**src/rtl/noc_input_buffer.sv**
```systemverilog
// noc_fifo: generic first-word-fall-through FIFO with occupancy count.
// Latency: a pushed word is visible at rd_dat the cycle after the push; pop is same-cycle.
// Backpressure: wr_rdy drops when full; rd_rdy is ignored while empty.
//
// Ports: clk/rst (sync, active-high), wr_vld/wr_rdy/wr_dat write side,
//        rd_vld/rd_rdy/rd_dat read side (head shown combinationally), count occupancy.
module noc_fifo #(
    parameter int WIDTH = 35,
    parameter int DEPTH = 8,
    parameter int PTR_W = 3
) (
    input  logic             clk,
    input  logic             rst,
    input  logic             wr_vld,
    output logic             wr_rdy,
    input  logic [WIDTH-1:0] wr_dat,
    output logic             rd_vld,
    input  logic             rd_rdy,
    output logic [WIDTH-1:0] rd_dat,
    output logic [PTR_W:0]   count
);
    localparam logic [PTR_W:0] FULL_CNT = (PTR_W+1)'(DEPTH);

    logic [WIDTH-1:0] mem [DEPTH];
    logic [PTR_W-1:0] wr_ptr;
    logic [PTR_W-1:0] rd_ptr;
    logic             do_push;
    logic             do_pop;

    assign wr_rdy  = (count != FULL_CNT);
    assign rd_vld  = (count != '0);
    assign do_push = wr_vld && wr_rdy;
    assign do_pop  = rd_rdy && rd_vld;
    assign rd_dat  = mem[rd_ptr];

    // DEPTH is a power of two, so the pointers wrap naturally.
    always_ff @(posedge clk) begin
        if (rst) begin
            wr_ptr <= '0;
            rd_ptr <= '0;
            count  <= '0;
        end else begin
            if (do_push) wr_ptr <= wr_ptr + PTR_W'(1);
            if (do_pop)  rd_ptr <= rd_ptr + PTR_W'(1);
            case ({do_push, do_pop})
                2'b10:   count <= count + (PTR_W+1)'(1);
                2'b01:   count <= count - (PTR_W+1)'(1);
                default: count <= count;
            endcase
        end
    end

    // Storage needs no reset; stale entries are never visible because count gates rd_vld.
    always_ff @(posedge clk) begin
        if (!rst && do_push) mem[wr_ptr] <= wr_dat;
    end
endmodule

// noc_input_buffer: per-direction router input stage, flit FIFO plus packet framing FSM.
// Latency: a flit is at the head one cycle after push; req rises one cycle after a header reaches the head.
// Backpressure: in_ready = !full; head pops only on grant && out_ready, stalls otherwise.
//
// Ports: clk/rst (sync, active-high); in_valid/in_ready/in_flit_id/in_data upstream;
//        grant/req/arb_flit_id/arb_length arbiter side; out_valid/out_ready/out_flit_id/out_data
//        crossbar side; count occupancy; err one-cycle framing-error pulse.
module noc_input_buffer #(
    parameter int DATA_W = 32,
    parameter int DEPTH  = 8,
    parameter int PTR_W  = 3
) (
    input  logic              clk,
    input  logic              rst,
    input  logic              in_valid,
    input  logic [2:0]        in_flit_id,
    input  logic [DATA_W-1:0] in_data,
    output logic              in_ready,
    input  logic              grant,
    input  logic              out_ready,
    output logic              req,
    output logic [2:0]        arb_flit_id,
    output logic [11:0]       arb_length,
    output logic              out_valid,
    output logic [2:0]        out_flit_id,
    output logic [DATA_W-1:0] out_data,
    output logic [PTR_W:0]    count,
    output logic              err
);
    localparam logic [2:0] FLIT_HDR  = 3'b001;
    localparam logic [2:0] FLIT_TAIL = 3'b100;

    typedef struct packed {
        logic [2:0]        flit_id;
        logic [DATA_W-1:0] data;
    } flit_t;

    typedef enum logic [1:0] {
        ST_IDLE = 2'd0,
        ST_REQ  = 2'd1,
        ST_XFER = 2'd2
    } state_t;

    state_t      state;
    state_t      state_nxt;
    flit_t       wr_flit;
    flit_t       head;
    logic        head_vld;
    logic        pop;
    logic        err_set;
    logic        len_load;
    logic [11:0] len_reg;
    logic        head_is_hdr;
    logic        head_is_tail;

    assign wr_flit = '{flit_id: in_flit_id, data: in_data};

    noc_fifo #(
        .WIDTH ($bits(flit_t)),
        .DEPTH (DEPTH),
        .PTR_W (PTR_W)
    ) u_fifo (
        .clk    (clk),
        .rst    (rst),
        .wr_vld (in_valid),
        .wr_rdy (in_ready),
        .wr_dat (wr_flit),
        .rd_vld (head_vld),
        .rd_rdy (pop),
        .rd_dat (head),
        .count  (count)
    );

    assign head_is_hdr  = head_vld && (head.flit_id == FLIT_HDR);
    assign head_is_tail = head_vld && (head.flit_id == FLIT_TAIL);

    assign out_flit_id = head.flit_id;
    assign out_data    = head.data;
    assign arb_flit_id = head_vld ? head.flit_id : 3'b000;
    assign arb_length  = head_is_hdr ? head.data[11:0] : len_reg;
    assign req         = (state != ST_IDLE);
    assign out_valid   = head_vld && grant && (state != ST_IDLE);

    always_ff @(posedge clk) begin
        if (rst) begin
            state   <= ST_IDLE;
            len_reg <= '0;
            err     <= 1'b0;
        end else begin
            state <= state_nxt;
            err   <= err_set;
            if (len_load) len_reg <= head.data[11:0];
        end
    end

    always_comb begin
        state_nxt = state;
        pop       = 1'b0;
        err_set   = 1'b0;
        len_load  = 1'b0;
        case (state)
            ST_IDLE: begin
                if (head_is_hdr) begin
                    state_nxt = ST_REQ;
                    len_load  = 1'b1;
                end else if (head_vld) begin
                    // Orphan body/tail with no open packet: drop it.
                    pop     = 1'b1;
                    err_set = 1'b1;
                end
            end
            ST_REQ: begin
                if (grant && out_ready && head_vld) begin
                    pop       = 1'b1;
                    state_nxt = ST_XFER;
                end
            end
            ST_XFER: begin
                if (head_is_hdr) begin
                    // Previous packet lost its tail; restart arbitration for the new one.
                    err_set   = 1'b1;
                    len_load  = 1'b1;
                    state_nxt = ST_REQ;
                end else if (grant && out_ready && head_vld) begin
                    pop = 1'b1;
                    if (head_is_tail) state_nxt = ST_IDLE;
                end
            end
            default: state_nxt = ST_IDLE;
        endcase
    end
endmodule

```
**config.mk**
```make
export PLATFORM = sky130hd
export DESIGN_NAME = noc_input_buffer
export DESIGN_NICKNAME = d
export VERILOG_FILES = /design/src/rtl/noc_input_buffer.sv
export SDC_FILE = /design/constraint.sdc
export NUM_CORES = 1
export LEC_CHECK = 0
export BUFFER_PORTS_ARGS = -buffer_cell sky130_fd_sc_hd__buf_4
export CORE_MARGIN = 10
export CORE_UTILIZATION = 50
export CTS_CLUSTER_DIAMETER = 80
export DETAILED_ROUTE_END_ITERATION = 12
export PLACE_DENSITY = 0.78
export SLEW_MARGIN = 20
export SYNTH_ARGS = -nofsm -noshare
export SYNTH_HDL_FRONTEND = slang
export SYNTH_SLANG_ARGS = --single-unit
```
**constraint.sdc**
```tcl
create_clock -name clk -period 9.5 [get_ports clk]
set_input_delay 2.85 -clock clk [delete_from_list [all_inputs] [get_ports clk]]
set_output_delay 2.85 -clock clk [all_outputs]
set_load 0.05 [all_outputs]
```
After elaboration in Yosys (flattened, before gate mapping):

Memory sizes are Yosys's and may differ from the RTL's. A register that Yosys moved wholly into a read port is not among the register bits.
Cells that the tools add are included.

* bits in registers: 25
* bits in writable memories: 280
* logic and storage cells: 59
* memories kept: 1

Memory list
* u_fifo.mem: words 8, width 35, read ports 1, clocked after Yosys merged registers in 1, wr ports 1, line 24 `logic [WIDTH-1:0] mem [DEPTH];`

* $add $sub $neg: 4
* equal/unequal tests: 11
* multiplexer cells: 21
* reduce and logical (&&, ||, !) cells: 16

Operator list (number)
* $mux W12: 1
* $mux W2: 5
* $logic_and A1 B1 Y1: 9
* $mux W3: 3
* $mux W1: 8
* $pmux W4 S2: 1
* $add A3 B1 Y3 const B: 2
* $ne A3 B3 Y1 const B: 2
* $pmux W2 S3: 1
* $add A4 B1 Y4 const B: 1
* $eq A2 B1 Y1 const B: 2
* $eq A2 B2 Y1 const B: 2
* $ne A2 B2 Y1 const B: 2
* $ne A4 B4 Y1 const B: 1
* $reduce_and A4 Y1: 1
* $reduce_bool A2 Y1: 2
* $reduce_bool A4 Y1: 1
* $sub A4 B1 Y4 const B: 1
* $eq A3 B1 Y1 const B: 1
* $eq A3 B3 Y1 const B: 1
* $pmux W1 S3: 1
* $logic_not A2 Y1: 1
* $pmux W1 S2: 1
* $reduce_or A2 Y1: 1
* $logic_not A1 Y1: 1

Depth between registers and ports, before layout:

* depth after elaboration: 8
* gate-level depth with buffers: 13
* mapped depth without buffers: 12

Modules after synthesis:

A second synthesis with hierarchy kept.

* cell total of the unflattened synthesis: 574
* area total of the unflattened synthesis: 12389.4 µm²

By module, submodules not included
* noc_fifo: times used 1, cells an instance 482, area an instance 11436.0 µm², sequential area each 8668.3 µm²
* noc_input_buffer: times used 1, cells an instance 92, area an instance 953.4 µm², sequential area each 300.3 µm²

Worst setup path after synthesis:

Ideal clock, no wire load.

* path kind: input port to flip-flop
* start point: input in_valid
* end point: memory u_fifo.mem[2][0], enable pin
* arrival time: 6.946 ns
* data required time: 8.973 ns
* path slack: 2.027 ns
* stages: 3
* path through: nand2_1 -> or2_2 -> nor4b_1

* cells in the longest elaborated chain, start to end: 4

RTL lines
* from (decl): line 73 `input logic in_valid,`
* $logic_and A1 B1 Y1: line 32 `assign do_push = wr_vld && wr_rdy;`
* $logic_and A1 B1 Y1: line 55 `if (!rst && do_push) mem[wr_ptr] <= wr_dat;`
* $mux W1: line 55
* $mux W1 (not written as such): line 55
* to (decl): line 24

Every way passes these cells.

==> results.ini <==
[final_layout]
num-nets-final=744
largest_reg_flops=280
stdcell_area_um2=14000
drive_gt1_share_pct=38.7
final_cells=1040
area_growth_pct=16.7

[power]
peakVddDrop_mv=0.240
p_leak_nw=4.56
power.density_nw_per_um2=282

[timing]
slew_violations=0
tns_ns=0
grt_setup_unrepaired=false
worst_pin_slew_ns=1.02
final-hold-violation-count=0
slew_headroom_pct=31.5
setup_viol=0
finalCriticalPeriod_ns=6.64
fmax_mhz=151
clock-skew-final_ns=0.0159
period_share_pct=69.9

[place]
place_congestion=0.773
port_buffers=97
place_area_um2=13200
place_inst=986
dp.final_hpwl_mm=13.3

[run]
maxCapViolations=0

[clock_tree]
post_cts_buffers=0
clk_latency_ns=0.55
cts-root-buf=clkbuf_16
cts_resized=0
cts_made_buffers=29
cts_hold_buf=0
clock_sinks=308
path_clk_slew_ns=0.06
cts_buffer_depth=3
htreeDepth=1
cts_tree=built

[die]
design.die.area_um2=30700
die_y_um=175
ios=98
die_width_um=175
rows=56
start_util_pct=51.0
core-area_um2=23600

[global_routing]
overflow=0
grt_pass1_vias=6222
grt_start_max_net_pins=68
grt_use_total_pct=15.0
grt_pass1_wl_mm=36.0
antenna_found_initial=2

[critical_path]
endpoint_kind=primary output
crit_family=buffers and inverters
crit_type=reg -> out
arrival_ns=3.79
cp-start-kind=flop
critPathMaxStageDelay_ns=0.75
cp_common_cell=buf_4
cp_num_buf_inv=3
critPathSlowestCell=dfxtp_4
cp_cell_sequence=buf_4 > mux4_2 > mux2i_2 > nand4_1 > buf_4 > a21oi_1 > buf_4
cp_max_fo=41
crit_required_ns=6.65

[detailed_routing]
vias_per_cell=5.63
drc=0
first_iter_violations=320
num_vias=5857
detail-route-antenna-nets=0
wirelength_mm=23.3
drt-pass1-iter-count=4
wire_per_inst_um=22.5

[synth]
synth_ff_type=edfxtp_1
synthCells=590
synth_area_per_cell_um2=20.4
synth_warnings=0
yosysSeqAreaShare_pct=74.5
ys_ff_latch=308
async_flop_share_pct=0
synth_fp_nets=636
syn_area_um2=12000
synth_edf_count=280
synth_cell_type_count=45

[run_status]
outcome=complete, no violations

[min_path]
hp-class=reg -> reg
hp-start=len_reg[4]$_SDFFE_PP0P_

-- per-layer routing --
metal | vias to the layer above | share of wire [%] | GRT usage [%]
met4 | 0 | 1.7 | 3.07
met2 | 157 | 49 | 25.0
met3 | 38 | 7.5 | 4.07
li1 | 2618 | - | -
met1 | 3044 | 42 | 19.5
met5 | - | 0 | 0
-- worst reg2reg max path, stage by stage, from the launching register on --
cell and delay, ns:
dfxtp_4 0.75, buf_4 0.76, mux4_2 0.61, mux2i_2 0.30
inv_2 0.12, nor4_4 0.19, nor3_2 0.12, ha_1 0.29
ha_1 0.29, a21o_1 0.18, a21oi_1 0.17, xnor2_1 0.09
or3_1 0.31, a21oi_1 0.14
-- synth_stat cells, drive strengths merged, types with 2 or more instances --
cell type / n / area, um^2
nor2b: 2 / 12.5
nor2: 25 / 93.8
nor4b: 6 / 52.6
mux2: 35 / 394
nand2: 7 / 26.3
a211oi: 12 / 135
or2: 3 / 18.8
inv: 18 / 67.6
ha: 5 / 62.6
nand3b: 2 / 15.0
a21oi: 19 / 95.1
mux4: 70 / 1580
buf: 22 / 121
edfxtp: 280 / 8410
clkbuf: 9 / 33.8
nor3: 16 / 85.1
xnor2: 3 / 26.3
nand3: 4 / 20.0
mux2i: 4 / 68.8
nand2b: 2 / 12.5
nor4: 4 / 40.0
dfxtp: 28 / 561
xor2: 3 / 26.3
-- area by class of cell --
class | instances | area, um^2
diodes | 2 | 5.00
clock buffers | 33 | 741
clock inverters | 19 | 144
fillers | 1689 | 9560
inverters | 18 | 67.6
multi-input cells | 233 | 2900
flip-flops and latches | 308 | 8980
well taps | 319 | 399
repair buffers | 108 | 811
-- stage by stage --
step                      hold slack [ns]  power, mW  worst slack (ns)  util (%)
final                               0.472       3.96              2.86      59.5
after global routing                0.497       4.13              2.49      59.5
after CTS                           0.474       4.00              2.75      59.5
after detailed placement            0.466       2.93              3.34      55.7
after global placement              0.454       2.89              3.37      55.7
after floorplan                     0.440       2.59              2.03         -
-- path summary, 6_finish.rpt --
kind | to | cells after the start | slack, ns
setup / recovery | arb_length[0] | 7 | 2.86
hold / removal | len_reg[4]$_SDFFE_PP0P_ | 2 | 0.47
setup reg to reg | u_fifo.count[3]$_SDFFE_PP0P_ | 13 | 5.12
hold reg to reg | len_reg[4]$_SDFFE_PP0P_ | 2 | 0.47
-- power by group --
part           leakage (nW)  internal [mW]  switching [mW]
clock                 0.423          0.610           0.465
combinational          1.38          0.491           0.746
sequential             2.76           1.54           0.108
total                  4.56           2.64            1.32
-- cell families (layout without fill, tap and decap cells) --
| logic type | after synthesis | count (layout) | share of synthesized area (%) |
|---|---|---|---|
| other cells | 0 | 2 | 0 |
| mux | 109 | 109 | 16.9 |
| simple gates | 76 | 76 | 3.41 |
| xor+xnor | 6 | 6 | 0.436 |
| compound gates | 35 | 35 | 2.13 |
| fa+ha+maj | 7 | 7 | 0.769 |
| flops | 308 | 308 | 74.5 |
| buf+inv | 49 | 178 | 1.85 |
-- placed cells by master (no fill, tap or decap), drive strengths merged --
cell	count
a31oi	1
mux4	70
edfxtp	280
a211oi	12
nand4	1
xnor2	3
o31ai	1
diode	2
a21oi	19
fa	1
dfxtp	28
clkbuf	33
inv	19
or3	1
mux2	35
ha	5
clkinvlp	3
nor3b	1
clkinv	13
a21o	1
buf	108
nor3	16
bufinv	2
nor2b	2
o21ai	1
nand3	4
nor4	4
xor2	3
nand3b	2
nor4b	6
maj3	1
nand2	7
mux2i	4
or4	1
nand2b	2
nor2	25
and3	1
or2	3
No activity file was read; power rests on OpenSTA's default activity.
